===== src/rtl/rr_stream_mux_pkg.sv =====
// Shared definitions for the round-robin / forced-select stream multiplexer.
package rr_stream_mux_pkg;

    // Selection mode carried on the 1-bit `mode` port.
    typedef enum logic {
        MODE_RR     = 1'b0,
        MODE_FORCED = 1'b1
    } mux_mode_e;

    // Smallest channel count the multiplexer is meant to be built with.
    localparam int unsigned MIN_NUM_IN = 2;

endpackage


===== src/rtl/rr_stream_mux_arbiter.sv =====
// Round-robin arbiter: rotating priority starting after the last granted
// channel. Grants are one-hot and forced to zero when `en` is low.
module rr_arbiter
    import rr_stream_mux_pkg::*;
#(
    parameter  int unsigned NUM_IN = 4,
    localparam int unsigned SEL_W  = $clog2(NUM_IN)
) (
    input  logic              clk,
    input  logic              rst_n,
    input  logic [NUM_IN-1:0] req,
    input  logic              en,
    input  logic              update,
    output logic [NUM_IN-1:0] grant,
    output logic [SEL_W-1:0]  grant_idx
);

    logic [SEL_W-1:0] last_grant;
    // One spare bit so last_grant + k cannot overflow before the wrap.
    logic [SEL_W:0]   cand;
    logic             found;

    // Scan channels last_grant+1 .. last_grant+NUM_IN (mod NUM_IN); first requester wins.
    always_comb begin
        grant     = '0;
        grant_idx = '0;
        found     = 1'b0;
        cand      = '0;
        for (int unsigned k = 1; k <= NUM_IN; k++) begin
            cand = {1'b0, last_grant} + (SEL_W+1)'(k);
            if (cand >= (SEL_W+1)'(NUM_IN)) begin
                cand = cand - (SEL_W+1)'(NUM_IN);
            end
            if (en && !found && req[cand[SEL_W-1:0]]) begin
                grant[cand[SEL_W-1:0]] = 1'b1;
                grant_idx              = cand[SEL_W-1:0];
                found                  = 1'b1;
            end
        end
    end

    // Pointer register: reset makes channel 0 the highest priority.
    always_ff @(posedge clk) begin
        if (!rst_n) begin
            last_grant <= SEL_W'(NUM_IN - 1);
        end else if (update) begin
            last_grant <= grant_idx;
        end
    end

endmodule


===== src/rtl/rr_stream_mux.sv =====
// N-input valid/ready stream multiplexer with a single registered output
// stage. Selection is round-robin or a forced channel index.
module rr_stream_mux
    import rr_stream_mux_pkg::*;
#(
    parameter  int unsigned WIDTH  = 8,
    parameter  int unsigned NUM_IN = 4,
    localparam int unsigned SEL_W  = $clog2(NUM_IN)
) (
    input  logic                    clk,
    input  logic                    rst_n,
    input  logic [NUM_IN*WIDTH-1:0] in_data,
    input  logic [NUM_IN-1:0]       in_valid,
    output logic [NUM_IN-1:0]       in_ready,
    input  logic                    mode,
    input  logic [SEL_W-1:0]        force_sel,
    output logic [WIDTH-1:0]        out_data,
    output logic [SEL_W-1:0]        out_src,
    output logic                    out_valid,
    input  logic                    out_ready
);

    logic              load_en;
    logic              xfer;
    logic [NUM_IN-1:0] req;
    logic [NUM_IN-1:0] grant;
    logic [SEL_W-1:0]  grant_idx;
    logic [WIDTH-1:0]  sel_data;

    // Output register can take a new beat when empty or being drained.
    assign load_en = !out_valid || out_ready;

    // Request masking: forced mode exposes only channel force_sel, so each
    // in_ready bit depends on its own in_valid alone; out-of-range never matches.
    always_comb begin
        req = '0;
        if (mux_mode_e'(mode) == MODE_FORCED) begin
            for (int unsigned i = 0; i < NUM_IN; i++) begin
                req[i] = in_valid[i] && (force_sel == SEL_W'(i));
            end
        end else begin
            req = in_valid;
        end
    end

    rr_arbiter #(
        .NUM_IN (NUM_IN)
    ) u_arbiter (
        .clk       (clk),
        .rst_n     (rst_n),
        .req       (req),
        .en        (load_en),
        .update    (xfer),
        .grant     (grant),
        .grant_idx (grant_idx)
    );

    // Grants are only issued to valid requesters, so any grant is a transfer.
    assign in_ready = grant;
    assign xfer     = |grant;

    // AND-OR data select driven by the one-hot grant.
    always_comb begin
        sel_data = '0;
        for (int unsigned i = 0; i < NUM_IN; i++) begin
            if (grant[i]) begin
                sel_data = sel_data | in_data[i*WIDTH +: WIDTH];
            end
        end
    end

    // Output stage: load on transfer, clear valid when drained with nothing new.
    always_ff @(posedge clk) begin
        if (!rst_n) begin
            out_valid <= 1'b0;
            out_data  <= '0;
            out_src   <= '0;
        end else if (load_en) begin
            if (xfer) begin
                out_valid <= 1'b1;
                out_data  <= sel_data;
                out_src   <= grant_idx;
            end else begin
                out_valid <= 1'b0;
            end
        end
    end

endmodule


===== config.mk =====
export PLATFORM = sky130hd
export DESIGN_NAME = rr_stream_mux
export DESIGN_NICKNAME = d
export VERILOG_FILES = /design/src/rtl/rr_stream_mux_pkg.sv /design/src/rtl/rr_stream_mux_arbiter.sv /design/src/rtl/rr_stream_mux.sv
export SDC_FILE = /design/constraint.sdc
export NUM_CORES = 1
export LEC_CHECK = 0
export ABC_CLOCK_PERIOD_IN_PS = 5500
export CORE_UTILIZATION = 43
export DETAILED_ROUTE_END_ITERATION = 8
export PLACE_DENSITY = 0.85
export REMOVE_ABC_BUFFERS = 1
export SETUP_SLACK_MARGIN = 0.02
export SLEW_MARGIN = 20
export SYNTH_ARGS = -nofsm -noshare
export SYNTH_HDL_FRONTEND = slang
export SYNTH_SLANG_ARGS = --single-unit
export TNS_END_PERCENT = 30

===== constraint.sdc =====
create_clock -name clk -period 5.5 [get_ports clk]
set_input_delay 0.825 -clock clk [delete_from_list [all_inputs] [get_ports clk]]
set_output_delay 0.825 -clock clk [all_outputs]
set_load 0.01 [all_outputs]

==> Word level (Yosys, flattened, before mapping) <==
Index checks and enable logic that the tools add are counted.
{ "classes": {"n_eq_ne": 3, "muxes": 37, "order_cmp": 12, "shift": 0, "addsub": 8, "reduce_logical": 23, "mul": 0, "n_bitwise": 6, "div_mod_pow": 0} }
{ "ops": {"columns": ["cell", "n"], "rows": [
  ["two-way mux 8 bit", 4],
  ["bitwise OR 8 bit", 3],
  ["two-way mux 4 bit", 5],
  ["two-way mux 2 bit", 8],
  ["logical AND 1 bit", 15],
  ["greater-or-equal comparator 3 bit, second input constant", 4],
  ["< comparator 2 x 3 -> 1 bit, second input constant", 4],
  ["two-way mux 1 bit", 12],
  ["bitwise OR 4 bit", 3],
  ["binary-select mux 1 bit (select 2 bit)", 4],
  ["demux 1 bit (select 2 bit)", 4],
  ["greater-or-equal comparator 2 x 1 -> 1 bit, second input constant", 4],
  ["subtractor 2 x 1 -> 2 bit, second input constant", 4],
  ["adder 2 x 2 -> 3 bit, second input constant", 2],
  ["equality test 2 bit, second input constant", 2],
  ["zero test 1 bit", 4],
  ["OR reduction 4 bit", 1],
  ["adder 2 x 1 -> 3 bit, second input constant", 1],
  ["adder 2 x 3 -> 3 bit, second input constant", 1],
  ["equality test 2 x 1 -> 1 bit, second input constant", 1],
  ["zero test 2 bit", 1],
  ["AND reduction 2 bit", 1],
  ["logical OR 1 bit", 1]
]} }
{ "word_totals": {"rom_bits": 0, "latchBits": 0, "mem_bits_rw": 0, "input_bits": 42, "register_bits": 13, "out_inout_bits": 15, "mem_count": 0, "word_cells": 93} }

==> Depth between registers and ports, before layout <==
{ "logic_depth": {"word_depth": 26, "depth_mapped": 11, "ltp_nobuf": 9} }

==> Hierarchy <==
From an unflattened synthesis, not the netlist that was laid out.
{ "unflattened": {"cells_unflattened": 139, "hier_area_um2": 1253.7} }
{ "by_module_without_submodules": {"columns": ["mod", "seq_area_each_um2", "area_per_inst_um2", "cells_each", "instances"], "rows": [
  ["rr_stream_mux", 220.2, 664.4, 71, 1],
  ["rr_arbiter", 40.0, 589.3, 68, 1]
]} }

==> Least setup slack after synthesis <==
Ideal clock, no wire load.
{ "synth_path": {"path_kind": "in2out", "from": "in mode", "to": "out in_ready[1]", "t_arrival_ps": 2463, "path_stages": 7, "required_ps": 4675, "n_path_buf": 1, "slack_ps": 2212, "cell_sequence": "a21bo_1 -> and2_4 -> mux4_2 -> nor2_1 -> o21a_1 -> a221o_1 -> clkbuf_1"} }
{ "synth_between": {"elab_chain_len": 17, "word_cells_on_any_way": 29, "cone_classes": "mux: 16; bitwise: 3; reduce/logical: 10"} }
{ "synth_lines": {"columns": ["element", "line", "text"], "rows": [
  ["start, declared", "rr_stream_mux.sv:15", "input logic mode,"],
  ["two-way mux 4 bit (*)", "rr_stream_mux.sv:37", "if (mux_mode_e'(mode) == MODE_FORCED) begin"],
  ["binary-select mux 1 bit (select 2 bit)", "rr_stream_mux_arbiter.sv:34", "if (en && !found && req[cand[SEL_W-1:0]]) begin"],
  ["two-way mux 1 bit (implied by the code)", "rr_stream_mux_arbiter.sv:34", null],
  ["logical AND 1 bit", "rr_stream_mux_arbiter.sv:34", null],
  ["two-way mux 1 bit", "rr_stream_mux_arbiter.sv:34", null],
  ["zero test 1 bit", "rr_stream_mux_arbiter.sv:34", null],
  ["logical AND 1 bit (2 in series)", "rr_stream_mux_arbiter.sv:34", null],
  ["two-way mux 1 bit", "rr_stream_mux_arbiter.sv:34", null],
  ["zero test 1 bit", "rr_stream_mux_arbiter.sv:34", null],
  ["logical AND 1 bit (2 in series)", "rr_stream_mux_arbiter.sv:34", null],
  ["two-way mux 1 bit", "rr_stream_mux_arbiter.sv:34", null],
  ["zero test 1 bit", "rr_stream_mux_arbiter.sv:34", null],
  ["logical AND 1 bit (2 in series)", "rr_stream_mux_arbiter.sv:34", null],
  ["two-way mux 4 bit (*)", "rr_stream_mux_arbiter.sv:34", null],
  ["end, declared", "rr_stream_mux.sv:14", "output logic [NUM_IN-1:0] in_ready,"]
]} }
Every way passes the cells marked *; elsewhere a longest branch is shown, timed or not. The select of a mux whose other input is x is not followed.

==> Worst setup path after layout <==
{ "layout_path": {"from": "in mode", "to": "out in_ready[2]"} }
The elaborated chain is that of the path after synthesis.

==> summary.md <==
| Metric | Value |
|---|---|
| Commonest non-fill, non-tap cell in the layout | `clkdlybuf4s50_1` |
| Placer congestion estimate | `0.920` |
| Initial Util | `46.0%` |
| Crit end category | `primary output` |
| Synth area leader | `dfxtp_1` |
| RSZ-0062 raised after global routing | `false` |
| DR vias | `1,369` |
| Fin Clk Skew | `3.15 ps` |
| CP Launch Point | `mode` |
| Post-Syn Area per Cell | `8.35 µm²` |
| Max FO, Critical Path | `11` |
| Gate power share | `73.6%` |
| Fmax | `0.214 GHz` |
| CTS buffer count | `3` |
| Startpoint Class | `primary input` |
| P_leak | `0.654 nW` |
| Main synth FF type | `dfxtp_1` |
| Largest net degree at the start of global routing | `21` |
| Root Buffer Master | `clkbuf_4` |
| Hold-fix buffers, CTS | `0` |
| Via/cell ratio | `6.19` |
| Synthesis-stage register bit count | `13` |
| Setup tns final | `0 ps` |
| Vias in the first global route | `1,183` |
| Initial DRC count | `25` |
| Routed WL | `3630 µm` |
| Max Cap Violations | `0` |
| Synth area leaders | `dfxtp_1 (22%), a22oi_1 (10%), ha_1 (8.6%)` |
| H-Tree Depth | `1` |
| Ys Warns | `0` |
| WHS | `465 ps` |
| Tightest Pin Transition | `823 ps` |
| Worst reg2reg startpoint | `u_arbiter.last_grant[0]` |
| EDFF count, synth | `0` |
| Outcome | `finished clean` |
| Worst-path clk slew | `80 ps` |
| Die outline height | `54.0 µm` |
| Post-synth top area share | `22.4%` |
| Most frequent cells in the layout | `clkdlybuf4s50_1 (56), a22oi_1 (16), dfxtp_1 (13)` |
| # resized after CTS | `0` |
| Syn Inst Count | `139` |
| DP HPWL | `2870 µm` |
| First-pass GRT wire length | `5360 µm` |
| Diode count | `0` |
| Pint | `0.439 mW` |
| Placed cells | `217` |
| Async SR Flop Fraction | `0%` |
| Post-Layout Cell Count | `221` |
| Overflow after GRT | `0` |
| Clk sinks | `13` |
| Power per cell area | `492 nW/µm²` |
| HP Start | `out_src[1]` |
| Layout fillers | `219` |
| Seq/Total Area, Yosys | `22.4%` |
| Crit Path Class | `in -> out` |
| Final nets | `242` |
| Total GRT Usage | `25.1%` |
| CP required | `4680 ps` |
| Period utilisation layout | `84.9%` |
| Layout area overhead | `50.9%` |
| CTS tree | `yes` |
| Final setup violation count | `0` |
| Initial antenna violation count | `0` |
| Post-CTS Setup Bufs | `0` |
| CTS Buffer Depth | `2` |
| Max Slew Vio Count | `0` |
| VDD IR max | `288 µV` |
| Net Switching | `0.422 mW` |
| I/O pins | `57` |
| Drt pass-1 iters | `4` |
| Worst hold path class | `reg -> reg` |
| Layout cells sized above 1 | `6.28%` |
| Die Area | `2910 µm²` |
| Clk_lat worst skew | `270 ps` |
| Die span in x | `54.0 µm` |
| Final Hold Viols | `0` |
| Final worst path period need | `4670 ps` |
| Floorplan core area | `2520 µm²` |
| Seq pwr share | `19.6%` |
| CP arrival | `3850 ps` |
| DRC violations left | `0` |
| Slew margin rel. | `44.6%` |
| Power share of the clock group | `6.8%` |
| Port bufs | `56` |
| Post-DR wirelength/cell | `16.4 µm` |
| FP Rows | `18` |
| Synthesized area | `1160 µm²` |
| Switch share | `49.1%` |
| DRT antenna net count | `0` |
| Cell variety after synth | `40` |
==> cell families (layout without fill, tap and decap cells) <==
logic type / after synthesis / count (layout) / synth area share (%)
multiplexers: 3 / 3 / 5.82
buffers and inverters: 15 / 67 / 5.17
flip-flops: 13 / 13 / 22.4
AO/OA/AOI/OAI: 68 / 68 / 42.9
AND/OR/NAND/NOR: 32 / 32 / 15.1
adder cells (fa/ha/maj): 8 / 8 / 8.62
==> area by class of cell <==
type / instances / area, µm² / area share, %
Sequential cell: 13 / 260 / 14.9
Clock buffer: 4 / 26.3 / 1.50
Tap cell: 30 / 37.5 / 2.14
Inverter: 7 / 26.3 / 1.50
Multi-Input combinational cell: 111 / 841 / 48.0
Timing Repair Buffer: 56 / 561 / 32.0
==> flip-flops by register name, summed over array words and instances, names as in the netlist <==
register and flops:
out_data 8, u_arbiter.last_grant 2, out_src 2, out_valid 1
==> critical path: stages <==
cell and delay (ps):
clkdlybuf4s50_1 610, a21bo_1 260, and2_4 170, mux4_2 510, nor2_1 190, o21a_1 220, a221o_1 440, clkdlybuf4s50_1 620
==> worst paths after layout <==
check / to / cells past startpoint / slack [ps]
max: in_ready[2] / 8 / 830
min reg2reg: out_src[1] / 2 / 460
min: out_src[1] / 2 / 460
max reg2reg: u_arbiter.last_grant[1] / 9 / 1490
==> metal layers <==
metal | up-vias | part of all wire [%] | GRT usage (%)
met5 | - | 0 | 0
met4 | 0 | 1.7 | 7.46
met3 | 8 | 9.5 | 3.95
met2 | 67 | 48 | 46.3
met1 | 634 | 41 | 29.0
li1 | 660 | - | -
==> power by group through the flow <==
stage               logic [mW]  clock network (mW)  registers (mW)
floorplan                0.401                   0           0.175
global placement         0.611                   0           0.168
detailed placement       0.628                   0           0.170
CTS                      0.630              0.0600           0.168
global route             0.696              0.0654           0.174
finish                   0.634              0.0588           0.168
==> synthesized netlist by cell type, types with 2 or more instances <==
| cell | instances |
|---|---|
| a22oi_1 | 16 |
| mux4_2 | 2 |
| buf_2 | 3 |
| a21bo_2 | 2 |
| ha_1 | 8 |
| and3_1 | 2 |
| o21ai_0 | 2 |
| o21ai_1 | 9 |
| dfxtp_1 | 13 |
| o211ai_1 | 4 |
| nand2b_1 | 4 |
| o22ai_1 | 4 |
| a21o_1 | 2 |
| a31oi_1 | 8 |
| clkbuf_1 | 5 |
| nand2_1 | 7 |
| a21boi_0 | 2 |
| a221o_1 | 5 |
| a21oi_1 | 3 |
| inv_1 | 7 |
| a21boi_1 | 4 |
| nand3_1 | 3 |
| nand4_1 | 4 |
| nor2_1 | 4 |
==> metrics by stage <==
step | instance area (µm²) | utilization (%) | setup WS (ps) | total power, mW
after global routing | 1750 | 69.4 | 665 | 0.935
final | 1750 | 69.4 | 828 | 0.861
after global placement | 1730 | 68.4 | 1020 | 0.779
after floorplan | 1130 | - | 1960 | 0.576
after detailed placement | 1730 | 68.4 | 896 | 0.798
after CTS | 1750 | 69.4 | 885 | 0.858
Note: power is estimated with default switching activity, not from simulation.
